### config.mk
export PLATFORM = sky130hd
export DESIGN_NAME = uart_fifo_transmitter
export DESIGN_NICKNAME = d
export VERILOG_FILES = /design/src/rtl/uart_pkg.sv /design/src/rtl/uart_tx_fifo.sv /design/src/rtl/uart_fifo_transmitter.sv
export SDC_FILE = /design/constraint.sdc
export NUM_CORES = 1
export LEC_CHECK = 0
export BUFFER_PORTS_ARGS = -buffer_cell sky130_fd_sc_hd__buf_2
export CAP_MARGIN = 20
export CELL_PAD_IN_SITES_DETAIL_PLACEMENT = 1
export CELL_PAD_IN_SITES_GLOBAL_PLACEMENT = 1
export CORE_AREA = 2 2 80 82
export CTS_BUF_LIST = sky130_fd_sc_hd__clkbuf_4 sky130_fd_sc_hd__clkbuf_8
export DETAILED_ROUTE_END_ITERATION = 10
export DIE_AREA = 0 0 82 84
export GPL_ROUTABILITY_DRIVEN = 0
export PLACE_DENSITY = 0.75
export SYNTH_ARGS = -nofsm -noshare
export SYNTH_HDL_FRONTEND = slang
export SYNTH_SLANG_ARGS = --single-unit
### constraint.sdc
create_clock -name CLK -period 2.6 [get_ports CLK]
set_input_delay 0 -clock CLK [delete_from_list [all_inputs] [get_ports CLK]]
set_output_delay 0 -clock CLK [all_outputs]
set_load 0.05 [all_outputs]
### src/rtl/uart_pkg.sv
// Shared definitions for the UART transmit path: FSM states, frame constants
// and baud-rate helpers. Optional parity bit is enabled by UART_TX_PARITY_EN.
package uart_pkg;

    typedef enum logic [2:0] {
        IDLE,
        START,
        DATA,
        PARITY,
        STOP
    } state_t;

    localparam int DataBits = 8;
    localparam int StopBits = 1;

    function automatic int symbol_edge_time(input int clock_freq, input int baud_rate);
        return clock_freq / baud_rate;
    endfunction

    function automatic int cnt_width(input int n);
        return (n <= 1) ? 1 : $clog2(n);
    endfunction

endpackage

### src/rtl/uart_tx_fifo.sv
// Byte FIFO feeding the UART serializer; dout is valid in the pop cycle.
module uart_tx_fifo #(
    parameter int Depth = 4
) (
    input  logic                     clk,
    input  logic                     reset,
    input  logic                     push,
    input  logic                     pop,
    input  logic [7:0]               din,
    output logic [7:0]               dout,
    output logic                     full,
    output logic                     empty,
    output logic [$clog2(Depth):0]   count
);

    localparam int AW = $clog2(Depth);

    logic [7:0]    mem [Depth];
    logic [AW-1:0] wptr;
    logic [AW-1:0] rptr;
    logic          do_push;
    logic          do_pop;

    assign full    = (count == (AW+1)'(Depth));
    assign empty   = (count == '0);
    assign do_push = push && !full;
    assign do_pop  = pop && !empty;
    assign dout    = mem[rptr];

    always_ff @(posedge clk) begin
        if (reset) begin
            wptr  <= '0;
            rptr  <= '0;
            count <= '0;
        end else begin
            if (do_push) wptr <= wptr + 1'b1;
            if (do_pop)  rptr <= rptr + 1'b1;
            if (do_push && !do_pop)
                count <= count + 1'b1;
            else if (do_pop && !do_push)
                count <= count - 1'b1;
        end
    end

    always_ff @(posedge clk) begin
        if (do_push) mem[wptr] <= din;
    end

endmodule

### src/rtl/uart_fifo_transmitter.sv
// FIFO-buffered UART transmitter producing 8N1 frames on SOut.
// Define UART_TX_PARITY_EN to insert an even-parity bit before the stop bit.
module uart_fifo_transmitter
    import uart_pkg::*;
#(
    parameter int ClockFreq = 50_000_000,
    parameter int BaudRate  = 115_200,
    parameter int FifoDepth = 4
) (
    input  logic                         CLK,
    input  logic                         reset,
    input  logic [7:0]                   DataIn,
    input  logic                         DataInValid,
    output logic                         DataInReady,
    output logic                         SOut,
    output logic                         TxBusy,
    output logic [$clog2(FifoDepth):0]   FifoCount
);

    localparam int SymbolEdgeTime = symbol_edge_time(ClockFreq, BaudRate);
    localparam int BW             = cnt_width(SymbolEdgeTime);

    state_t        state;
    state_t        state_n;
    logic [BW-1:0] baud;
    logic [BW-1:0] baud_n;
    logic [2:0]    bit_cnt;
    logic [2:0]    bit_n;
    logic [7:0]    shift;
    logic [7:0]    shift_n;
    logic          pop;
    logic          push;
    logic          full;
    logic          empty;
    logic [7:0]    fifo_dout;
    logic          sout;
    logic          baud_last;

    assign push        = DataInValid && !full;
    assign DataInReady = !full;
    assign SOut        = sout;
    assign TxBusy      = (state != IDLE) || (FifoCount != '0);
    assign baud_last   = (baud == BW'(SymbolEdgeTime - 1));

    uart_tx_fifo #(
        .Depth (FifoDepth)
    ) u_fifo (
        .clk   (CLK),
        .reset (reset),
        .push  (push),
        .pop   (pop),
        .din   (DataIn),
        .dout  (fifo_dout),
        .full  (full),
        .empty (empty),
        .count (FifoCount)
    );

    always_ff @(posedge CLK) begin
        if (reset) begin
            state   <= IDLE;
            baud    <= '0;
            bit_cnt <= '0;
            shift   <= '0;
        end else begin
            state   <= state_n;
            baud    <= baud_n;
            bit_cnt <= bit_n;
            shift   <= shift_n;
        end
    end

    // Data bits rotate rather than shift so the byte is intact for parity.
    always_comb begin
        state_n = state;
        baud_n  = baud + BW'(1);
        bit_n   = bit_cnt;
        shift_n = shift;
        pop     = 1'b0;
        sout    = 1'b1;
        unique case (state)
            IDLE: begin
                baud_n = '0;
                if (!empty) begin
                    pop     = 1'b1;
                    shift_n = fifo_dout;
                    bit_n   = '0;
                    state_n = START;
                end
            end
            START: begin
                sout = 1'b0;
                if (baud_last) begin
                    baud_n  = '0;
                    state_n = DATA;
                end
            end
            DATA: begin
                sout = shift[0];
                if (baud_last) begin
                    baud_n  = '0;
                    shift_n = {shift[0], shift[7:1]};
                    if (bit_cnt == 3'(DataBits - 1)) begin
                        bit_n = '0;
`ifdef UART_TX_PARITY_EN
                        state_n = PARITY;
`else
                        state_n = STOP;
`endif
                    end else begin
                        bit_n = bit_cnt + 3'd1;
                    end
                end
            end
`ifdef UART_TX_PARITY_EN
            PARITY: begin
                sout = ^shift;
                if (baud_last) begin
                    baud_n  = '0;
                    bit_n   = '0;
                    state_n = STOP;
                end
            end
`endif
            STOP: begin
                if (baud_last) begin
                    baud_n = '0;
                    if (bit_cnt == 3'(StopBits - 1)) begin
                        bit_n = '0;
                        if (!empty) begin
                            pop     = 1'b1;
                            shift_n = fifo_dout;
                            state_n = START;
                        end else begin
                            state_n = IDLE;
                        end
                    end else begin
                        bit_n = bit_cnt + 3'd1;
                    end
                end
            end
            default: begin
                baud_n  = '0;
                state_n = IDLE;
            end
        endcase
    end

endmodule

==> impl_metrics.toml <==
[power]
p_leak_nw = 1.19
p_per_area_nw_per_um2 = 981
ir_drop_uv = 671
total_power_mw = 3.34

[synthesis]
postSynthAreaPerCell_sq_um = 12.4
synth_edf_count = 32
yosysSeqAreaShare_pct = 53.5
yosys.area.top_type = "edfxtp_1"
ys_warn_count = 0
syn_inst = 241
synth.area.top_cells = "edfxtp_1 (32%), dfxtp_1 (21%), mux4_2 (6.0%), ha_1 (4.2%), a2111oi_1 (2.7%)"
yosysUniqueCellTypes = 52
ys.flop_type = "edfxtp_1"
async_flop_share_pct = 0
syn_nets = 263
syn_area_sq_um = 2990
synth.top_cell.area_share_pct = 32.1
ys_seq_elements = 64

[route]
routedWlPerCell_microns = 19.2
drcViolationCount = 0
vias_per_cell = 5.75
ant_nets = 0
totalWireLength_microns = 6810
routed-via-count = 2036
drt_pass1_iterations = 4
first_iter_violations = 76

[timing]
fin_crit_ns = 2.38
tightest_slew_ns = 0.531
finalHoldViolations = 0
whs_ns = 0.0881
fmax_mhz = 420
fin_crit_sh_pct = 91.6
worst_slack_ns = 0.219
setup_violations = 0
rsz0062_at_grt = "false"
maxSlewHeadroom_pct = 63.7
skew_ns = 0.0120
slew_violations = 0
setup_tns_ns = 0

[setup_path]
critPathMaxFanout = 4
r2r_cells = 11
worstSetupEndpoint = "u_fifo.count[2]"
cp-start-kind = "register"
crit_path_end_kind = "register"
arrival_ns = 2.65
r2r-end = "u_fifo.count[2]"
startpoint = "bit_cnt[0]"
r2r_slack_ns = 0.22
r2r-start = "bit_cnt[0]"
critPathKind = "register to register"
required_ns = 2.87

[floorplanning]
die_w_microns = 82
core_sq_um = 6100
ios = 17
num_rows = 29
dieArea_sq_um = 6890
die_h_microns = 84
initial_utilization_pct = 49.1

[clock_tree]
clk_latency_ns = 0.35
htree_num_levels = 3
cts.sink_count = 64
clockBufferDepth = 2
clk_pin_slew_ns = 0.07
numCtsBuffers = 9
cts.root.buffer_cell = "clkbuf_8"
tritoncts = "yes"

[place]
place_hpwl_microns = 4690
dp.cells = 331
place_area_sq_um = 3120
pre_cts_ws_ns = 0.145
place.port_buffers = 16

[cells_and_area]
final_cells = 354
final_util_pct = 55.9
design_area_sq_um = 3410
area_growth_pct = 13.8
fillers = 631
final_cell_mix = "dfxtp_1 (32), edfxtp_1 (32), nor2_1 (21)"
antennaDiodeCount = 0
fin_nets = 295
drive_gt1_share_pct = 20.6

[run_status]
status = "complete, no violations"

[grt]
grt_pass1_wl_microns = 11100
antenna_found_initial = 0
grt_max_degree = 21
grt-ovfl-total = 0
grt_use_total_pct = 22.1
grt_pass1_vias = 2188

[hold_path]
worst_hold_path_type = "input pin to register"

[flow_run]
cap_violations = 0
==> Yosys cell counts (all sizes together), types with 4 or more instances <==
master and count:
buf 4, mux4 8, a2111oi 9, and2 4, nand2 15, o21ai 5
ha 10, clkbuf 5, xor2 8, edfxtp 32, dfxtp 32, a21oi 6
nand4 4, inv 12, a211oi 9, a31oi 11, nor2 21, nand3 5
==> logic make-up after synthesis <==
logic type                 synth area share [%]
DFF                                        53.5
adders and majority gates                  4.85
AOI/OAI and AO/OA                          14.2
xor gates and xnor gates                   3.22
buffers and inverters                      4.93
and+or+nand+nor                            11.9
muxes                                      7.44
==> critical path, cell delays in order, from the launching register on <==
cell	delay, ns
dfxtp_1	0.36
inv_1	0.07
ha_1	0.20
nand2b_1	0.17
o31ai_2	0.13
nand2_2	0.12
ha_1	0.19
inv_1	0.06
fa_1	0.37
xor2_1	0.18
or3_1	0.31
a21oi_1	0.14
==> worst min-delay path by stage <==
stage / slack (ns) / start / to / depth (start not counted)
finish: 0.09 / reset / u_fifo.wptr[1] / 2
floorplan: 0.1 / DataIn[0] / u_fifo.mem[0][0] / 0
global route: 0.1 / reset / u_fifo.wptr[1] / 2
global placement: 0.22 / DataIn[5] / u_fifo.mem[3][5] / 1
CTS: 0.07 / reset / u_fifo.wptr[1] / 2
detailed placement: 0.22 / DataIn[6] / u_fifo.mem[0][6] / 1
==> cell type report <==
type                            instances  area, sq um  area share, %
Clock buffer                           10          131           3.85
Multi-Input combinational cell        155         1250           36.7
Tap cell                               77         96.3           2.83
Timing Repair Buffer                   30          205           6.02
Inverter                               13         48.8           1.43
Sequential cell                        64         1600           47.0
Clock inverter                          5         72.6           2.13
==> registers in the layout, summed over array words and instances (netlist names), named ones only <==
name	flops
state	3
u_fifo.rptr	2
bit_cnt	3
u_fifo.mem	32
shift	8
u_fifo.count	3
baud	9
u_fifo.wptr	2
==> where the power goes <==
| group | total (mW) | leakage [nW] | switching [mW] | internal, mW |
|---|---|---|---|---|
| Combinational | 1.08 | 0.530 | 0.629 | 0.451 |
| Clock | 0.915 | 0.105 | 0.378 | 0.537 |
| Sequential | 1.35 | 0.555 | 0.117 | 1.23 |
| Total | 3.34 | 1.19 | 1.12 | 2.22 |
==> metal layers <==
metal  track usage (%)  vias up  wire length [microns]
li1                  -      978                      -
met1              28.3     1015                   3050
met2              35.7       32                   3460
met3              4.00       11                    160
met4              10.3        0                    142
met5                 0        -                      0
==> repair_timing <==
item                       in CTS  in global routing
resized for setup               0                  2
hold endpoints to repair       32                  0
hold buffers                    8                  0
setup endpoints to repair       0                  2
setup buffers                   0                  0
Note: power is estimated with default switching activity, not from simulation.
